`src/rtl/capture_pingpong_ctrl_pkg.sv`:
```
// Shared types and constants for the ADC ping-pong capture sequencer.
// Pure definitions: no latency, no backpressure.
package capture_pkg;

  typedef enum logic [1:0] {
    IDLE,
    WAIT_TRIG,
    CAPTURE,
    SWAP
  } cap_state_t;

  localparam int ADC_MID     = 512;
  localparam int FRAME_LEN   = 1024;
  localparam int DEF_TRIG_LO = 509;
  localparam int DEF_TRIG_HI = 513;

endpackage

```
`src/rtl/capture_pingpong_ctrl_trig.sv`:
```
// Midscale rising-crossing detector with a forced-trigger timeout.
// trig is combinational on the current sample; no backpressure, samples are never stalled.
module capture_trig
  import capture_pkg::*;
#(
  parameter int DW      = 10,
  parameter int TRIG_LO = DEF_TRIG_LO,
  parameter int TRIG_HI = DEF_TRIG_HI,
  parameter int TIMEOUT = 65535
) (
  input  logic          sys_clk,
  input  logic          sys_rst,
  input  logic          run,
  input  logic          smp_valid,
  input  logic [DW-1:0] smp_data,
  output logic          trig
);

  localparam logic [DW-1:0] LO  = DW'(TRIG_LO);
  localparam logic [DW-1:0] HI  = DW'(TRIG_HI);
  localparam logic [15:0]   TMO = 16'(TIMEOUT);

  logic [DW-1:0] prev;
  logic [15:0]   tmo_cnt;
  logic          win_hit;
  logic          tmo_hit;

  assign win_hit = (prev < LO) && (smp_data >= LO) && (smp_data <= HI);
  assign tmo_hit = (TMO != 16'd0) && (tmo_cnt == TMO);
  // A forced trigger still needs a sample to become frame sample 0.
  assign trig    = run && smp_valid && (win_hit || tmo_hit);

  always_ff @(posedge sys_clk) begin
    if (sys_rst) begin
      prev    <= '0;
      tmo_cnt <= '0;
    end else begin
      if (smp_valid) prev <= smp_data;
      if (!run || trig) tmo_cnt <= '0;
      else if (!tmo_hit) tmo_cnt <= tmo_cnt + 16'd1;
    end
  end

endmodule

```
`src/rtl/capture_pingpong_ctrl.sv`:
```
// Triggered ADC frame capture into two RAM banks, handed to the FFT by start/done handshake.
// Writes land 1 cycle after the accepted sample; a trigger finding its bank full is dropped.
module capture_pingpong_ctrl
  import capture_pkg::*;
#(
  parameter int DW      = 10,
  parameter int AW      = 10,
  parameter int TRIG_LO = DEF_TRIG_LO,
  parameter int TRIG_HI = DEF_TRIG_HI,
  parameter int TIMEOUT = 65535
) (
  input  logic          sys_clk,
  input  logic          sys_rst,
  input  logic          arm,
  input  logic          smp_valid,
  input  logic [DW-1:0] smp_data,
  output logic          wr_en,
  output logic          wr_bank,
  output logic [AW-1:0] wr_addr,
  output logic [DW-1:0] wr_data,
  output logic          fft_start,
  output logic          fft_bank,
  input  logic          fft_done,
  output logic [1:0]    bank_full,
  output logic [15:0]   frame_cnt,
  output logic [15:0]   drop_cnt
);

  localparam logic [AW-1:0] LAST = '1;

  cap_state_t    state;
  logic          wbank;
  logic          fft_busy;
  logic [AW-1:0] addr_cnt;
  logic          trig;
  logic [DW-1:0] smp_conv;
  logic [1:0]    full_set;
  logic [1:0]    full_clr;
  logic          start_ok;
  logic          start_sel;

  assign smp_conv = {~smp_data[DW-1], smp_data[DW-2:0]};

  capture_trig #(
    .DW      (DW),
    .TRIG_LO (TRIG_LO),
    .TRIG_HI (TRIG_HI),
    .TIMEOUT (TIMEOUT)
  ) u_trig (
    .sys_clk   (sys_clk),
    .sys_rst   (sys_rst),
    .run       (state == WAIT_TRIG),
    .smp_valid (smp_valid),
    .smp_data  (smp_data),
    .trig      (trig)
  );

  // SWAP and fft_done always target different banks, so both updates can merge.
  always_comb begin
    full_set  = 2'b00;
    full_clr  = 2'b00;
    if (state == SWAP) full_set = 2'b01 << wbank;
    if (fft_done && fft_busy) full_clr = 2'b01 << fft_bank;
    start_ok  = !fft_busy && (bank_full != 2'b00);
    start_sel = (&bank_full) ? ~wbank : bank_full[1];
  end

  always_ff @(posedge sys_clk) begin
    if (sys_rst) begin
      state     <= IDLE;
      wbank     <= 1'b0;
      fft_busy  <= 1'b0;
      addr_cnt  <= '0;
      wr_en     <= 1'b0;
      wr_bank   <= 1'b0;
      wr_addr   <= '0;
      wr_data   <= '0;
      fft_start <= 1'b0;
      fft_bank  <= 1'b0;
      bank_full <= 2'b00;
      frame_cnt <= '0;
      drop_cnt  <= '0;
    end else begin
      wr_en     <= 1'b0;
      fft_start <= 1'b0;
      bank_full <= (bank_full | full_set) & ~full_clr;

      case (state)
        IDLE: begin
          if (arm) state <= WAIT_TRIG;
        end
        WAIT_TRIG: begin
          if (trig) begin
            if (bank_full[wbank]) begin
              if (drop_cnt != 16'hFFFF) drop_cnt <= drop_cnt + 16'd1;
            end else begin
              wr_en    <= 1'b1;
              wr_bank  <= wbank;
              wr_addr  <= '0;
              wr_data  <= smp_conv;
              addr_cnt <= AW'(1);
              state    <= CAPTURE;
            end
          end else if (!arm) begin
            state <= IDLE;
          end
        end
        CAPTURE: begin
          if (smp_valid) begin
            wr_en    <= 1'b1;
            wr_bank  <= wbank;
            wr_addr  <= addr_cnt;
            wr_data  <= smp_conv;
            addr_cnt <= addr_cnt + 1'b1;
            if (addr_cnt == LAST) state <= SWAP;
          end
        end
        SWAP: begin
          wbank <= ~wbank;
          state <= arm ? WAIT_TRIG : IDLE;
        end
        default: state <= IDLE;
      endcase

      if (start_ok) begin
        fft_start <= 1'b1;
        fft_bank  <= start_sel;
        fft_busy  <= 1'b1;
        frame_cnt <= frame_cnt + 16'd1;
      end else if (fft_done && fft_busy) begin
        fft_busy <= 1'b0;
      end
    end
  end

endmodule
```
`config.mk`:
```
export PLATFORM = sky130hd
export DESIGN_NAME = capture_pingpong_ctrl
export DESIGN_NICKNAME = d
export VERILOG_FILES = /design/src/rtl/capture_pingpong_ctrl_pkg.sv /design/src/rtl/capture_pingpong_ctrl_trig.sv /design/src/rtl/capture_pingpong_ctrl.sv
export SDC_FILE = /design/constraint.sdc
export NUM_CORES = 1
export LEC_CHECK = 0
export BUFFER_PORTS_ARGS = -buffer_cell sky130_fd_sc_hd__buf_2
export CORE_ASPECT_RATIO = 0.9
export CORE_MARGIN = 5
export CORE_UTILIZATION = 40
export DETAILED_ROUTE_END_ITERATION = 10
export GPL_ROUTABILITY_DRIVEN = 0
export PLACE_DENSITY = 0.63
export SYNTH_ARGS = -nofsm -noshare
export SYNTH_HDL_FRONTEND = slang
export SYNTH_HIERARCHICAL = 1
export SYNTH_SLANG_ARGS = --single-unit
```
`constraint.sdc`:
```
create_clock -name sys_clk -period 2.51 [get_ports sys_clk]
set_input_delay 0.251 -clock sys_clk [delete_from_list [all_inputs] [get_ports sys_clk]]
set_output_delay 0.251 -clock sys_clk [all_outputs]
set_load 0.005 [all_outputs]
```
==> results.yml <==
clock_tree:
  hold_buffers: 0
  post_cts_resized: 0
  clkLatencyLatePin_ns: 0.34
  cts_made_buffers: 9
  clk_pin_slew_ns: 0.07
  cts_num_sinks: 98
  cts_tree: "done"
  post_cts_buffers: 0
  clock_path_buffers: 2
  cts_root_buf: "clkbuf_16"
  cts_htree_levels: 3
synthesis:
  synthFlopType: "dfxtp_1"
  synthArstFlopShare_pct: 0
  ys_seq_area_share_pct: 44.1
  synth_edf_count: 0
  synthesis.nets: 529
  synth_top_area_cell: "dfxtp_1"
  syn-cell-area_sq_um: 4450
  synthDominantCellAreaShare_pct: 44.1
  ys_seq_elements: 98
  syn_area_per_cell_sq_um: 8.79
  synth_area_leaders: "dfxtp_1 44%, xnor2_1 6.1%, nor2_1 5.8%, nand2_1 5.3%, a21oi_1 4.3%"
  synth_cell_types: 62
  synth_warnings: 6
  syn_inst: 506
global_routing:
  grt_overflow: 0
  antenna_found_initial: 0
  grt_max_degree: 67
  grt_pass1_vias: 3540
  grtUsageTotal_pct: 15.3
  grt_pass1_wl_microns: 16600
routing:
  drt_iter0_drc: 236
  avgRoutedWirePerCell_microns: 13.3
  first_pass_iters: 4
  wl_met3_microns: 571
  routed_wl_microns: 9990
  top_layer_used: "met4"
  num_vias: 3847
  wl_met1_microns: 4740
  detail-route-antenna-nets: 0
  vias_per_cell: 5.11
  drc: 0
  dr_wl_met2_microns: 4510
min_path:
  min_path_cells: 2
  holdCritPathClass: "input port to register"
power_and_ir_drop:
  net-switching-power_uw: 744
  pwr-share-seq_pct: 47.3
  clockPowerShare_pct: 45.4
  p_sw_share_pct: 21.9
  p_comb_share_pct: 7.2
  power.internal_mw: 2.66
  p_per_area_nw_per_um2: 621
  p_leak_nw: 2.10
  ir_drop_mv: 0.439
run:
  cap_viol_max_count: 0
placed_design:
  dp.cells: 737
  io_buffers: 72
  placed_area_sq_um: 5090
  place_hpwl_microns: 7160
final_layout:
  nets: 619
  fin_util_pct: 50.5
  final_area_sq_um: 5480
  final_common_cell: "dfxtp_1"
  syn_to_final_growth_pct: 23.3
  final_layout_size_suffix_gt1_share_pct: 24.0
  fillers: 1023
  num_antenna_cells: 0
  final_cells: 753
  layout_common_cells: "98 x dfxtp_1, 72 x buf_2, 69 x nor2_1"
timing:
  final_max_slew_viol_count: 0
  finalHoldViolations: 0
  finClkSkew_ns: 0.00840
  setup-violations-final: 0
  worst_pin_slew_ns: 0.821
  period_needed_ns: 2.35
  rsz0062_at_grt: "yes"
  relSlewSlack_pct: 43.7
  period_share_pct: 93.6
  fmax_mhz: 426
status:
  status: "finished, final reports clean"
floorplan:
  die-area_sq_um: 13300
  initial_core_util_pct: 41.0
  core_sq_um: 10900
  die_w_microns: 121
  die_height_microns: 110
  ioPinCount: 73
  row_count: 36
critical_path:
  path_max_fanout: 5
  r2r.worst_path.cells: 11
  start_kind: "register"
  end_kind: "register"
  cp_data_arrival_time_ns: 2.56
  critPathKind: "register to register"
  cp.required_ns: 2.72
## power groups by stage
stage | combinational, mW | sequential [mW] | clock [mW]
6_report | 0.246 | 1.61 | 1.55
5_1_grt | 0.276 | 1.61 | 1.65
4_1_cts | 0.247 | 1.61 | 1.59
3_5_place_dp | 0.247 | 1.65 | 0
3_3_place_gp | 0.241 | 1.64 | 0
2_1_floorplan | 0.154 | 1.64 | 0
## flip-flops by register name, indices dropped and copies added (netlist names), named ones only
| name | flops |
|---|---|
| drop_cnt | 16 |
| frame_cnt | 16 |
| u_trig/tmo_cnt | 16 |
| addr_cnt | 10 |
| u_trig/prev | 10 |
| wr_addr | 10 |
| wr_data | 10 |
| bank_full | 2 |
| fft_bank | 1 |
| fft_busy | 1 |
| fft_start | 1 |
| state | 1 |
| wbank | 1 |
| wr_bank | 1 |
| wr_en | 1 |
## per-layer routing
metal	global-route usage [%]	vias up
met2	24.4	89
met1	20.2	1794
met4	5.58	0
li1	-	1952
met3	3.93	12
met5	0	-
## metrics by stage
step	setup slack (ns)	hold WS (ns)	power, mW	setup TNS [ns]
3_3_place_gp	0.00460	0.444	1.89	0
3_5_place_dp	-0.0685	0.446	1.89	-0.0739
4_1_cts	0.00552	0.103	3.45	0
6_report	0.161	0.114	3.40	0
5_1_grt	-0.0142	0.111	3.54	-0.0235
2_1_floorplan	0.0364	0.347	1.80	0
## Yosys cell counts, drive strengths merged, types with 7 or more instances
library cell / number
dfxtp: 98
nor2: 71
nand2: 63
a21oi: 38
xnor2: 31
nand3: 25
nor3: 21
mux2i: 15
nand4: 15
buf: 14
nor4: 13
inv: 10
o21ai: 9
ha: 8
xor2: 7
## final cells by class
class,count,area (sq um),share of cell area [%]
sequential,98,1960,35.8
tap,152,190,3.47
timing repair buffer,97,561,10.2
clock buffer,11,233,4.25
inverter,10,37.5,0.685
clock inverter,5,103,1.87
multi-input combinational,380,2390,43.7
## worst max-delay path: stages (launching register included)
cell       delay [ns]
dfxtp_1          0.33
ha_1             0.19
nand3_2          0.15
nor3_4           0.20
nand3_1          0.11
and2b_1          0.18
nor2b_2          0.13
nand2_2          0.09
nand4bb_4        0.28
nor4_2           0.35
xnor2_1          0.16
nor2_1           0.05
## kinds of logic after synthesis
family | share of synthesized area [%]
xor gates and xnor gates | 7.49
muxes | 3.71
AOI/OAI and AO/OA | 10.9
buffers and inverters | 3.38
DFF | 44.1
adders and majority gates | 2.25
and+or+nand+nor | 28.1
## final timing paths
kind / slack, ns / start / to
worst min-delay path: 0.11 / fft_done / fft_busy
worst max-delay path: 0.16 / u_trig/tmo_cnt[0] / drop_cnt[11]
worst min register to register: 0.45 / wr_addr[4] / wr_addr[4]
worst max register to register: 0.16 / u_trig/tmo_cnt[0] / drop_cnt[11]
No activity file was read; power rests on OpenSTA's default activity.
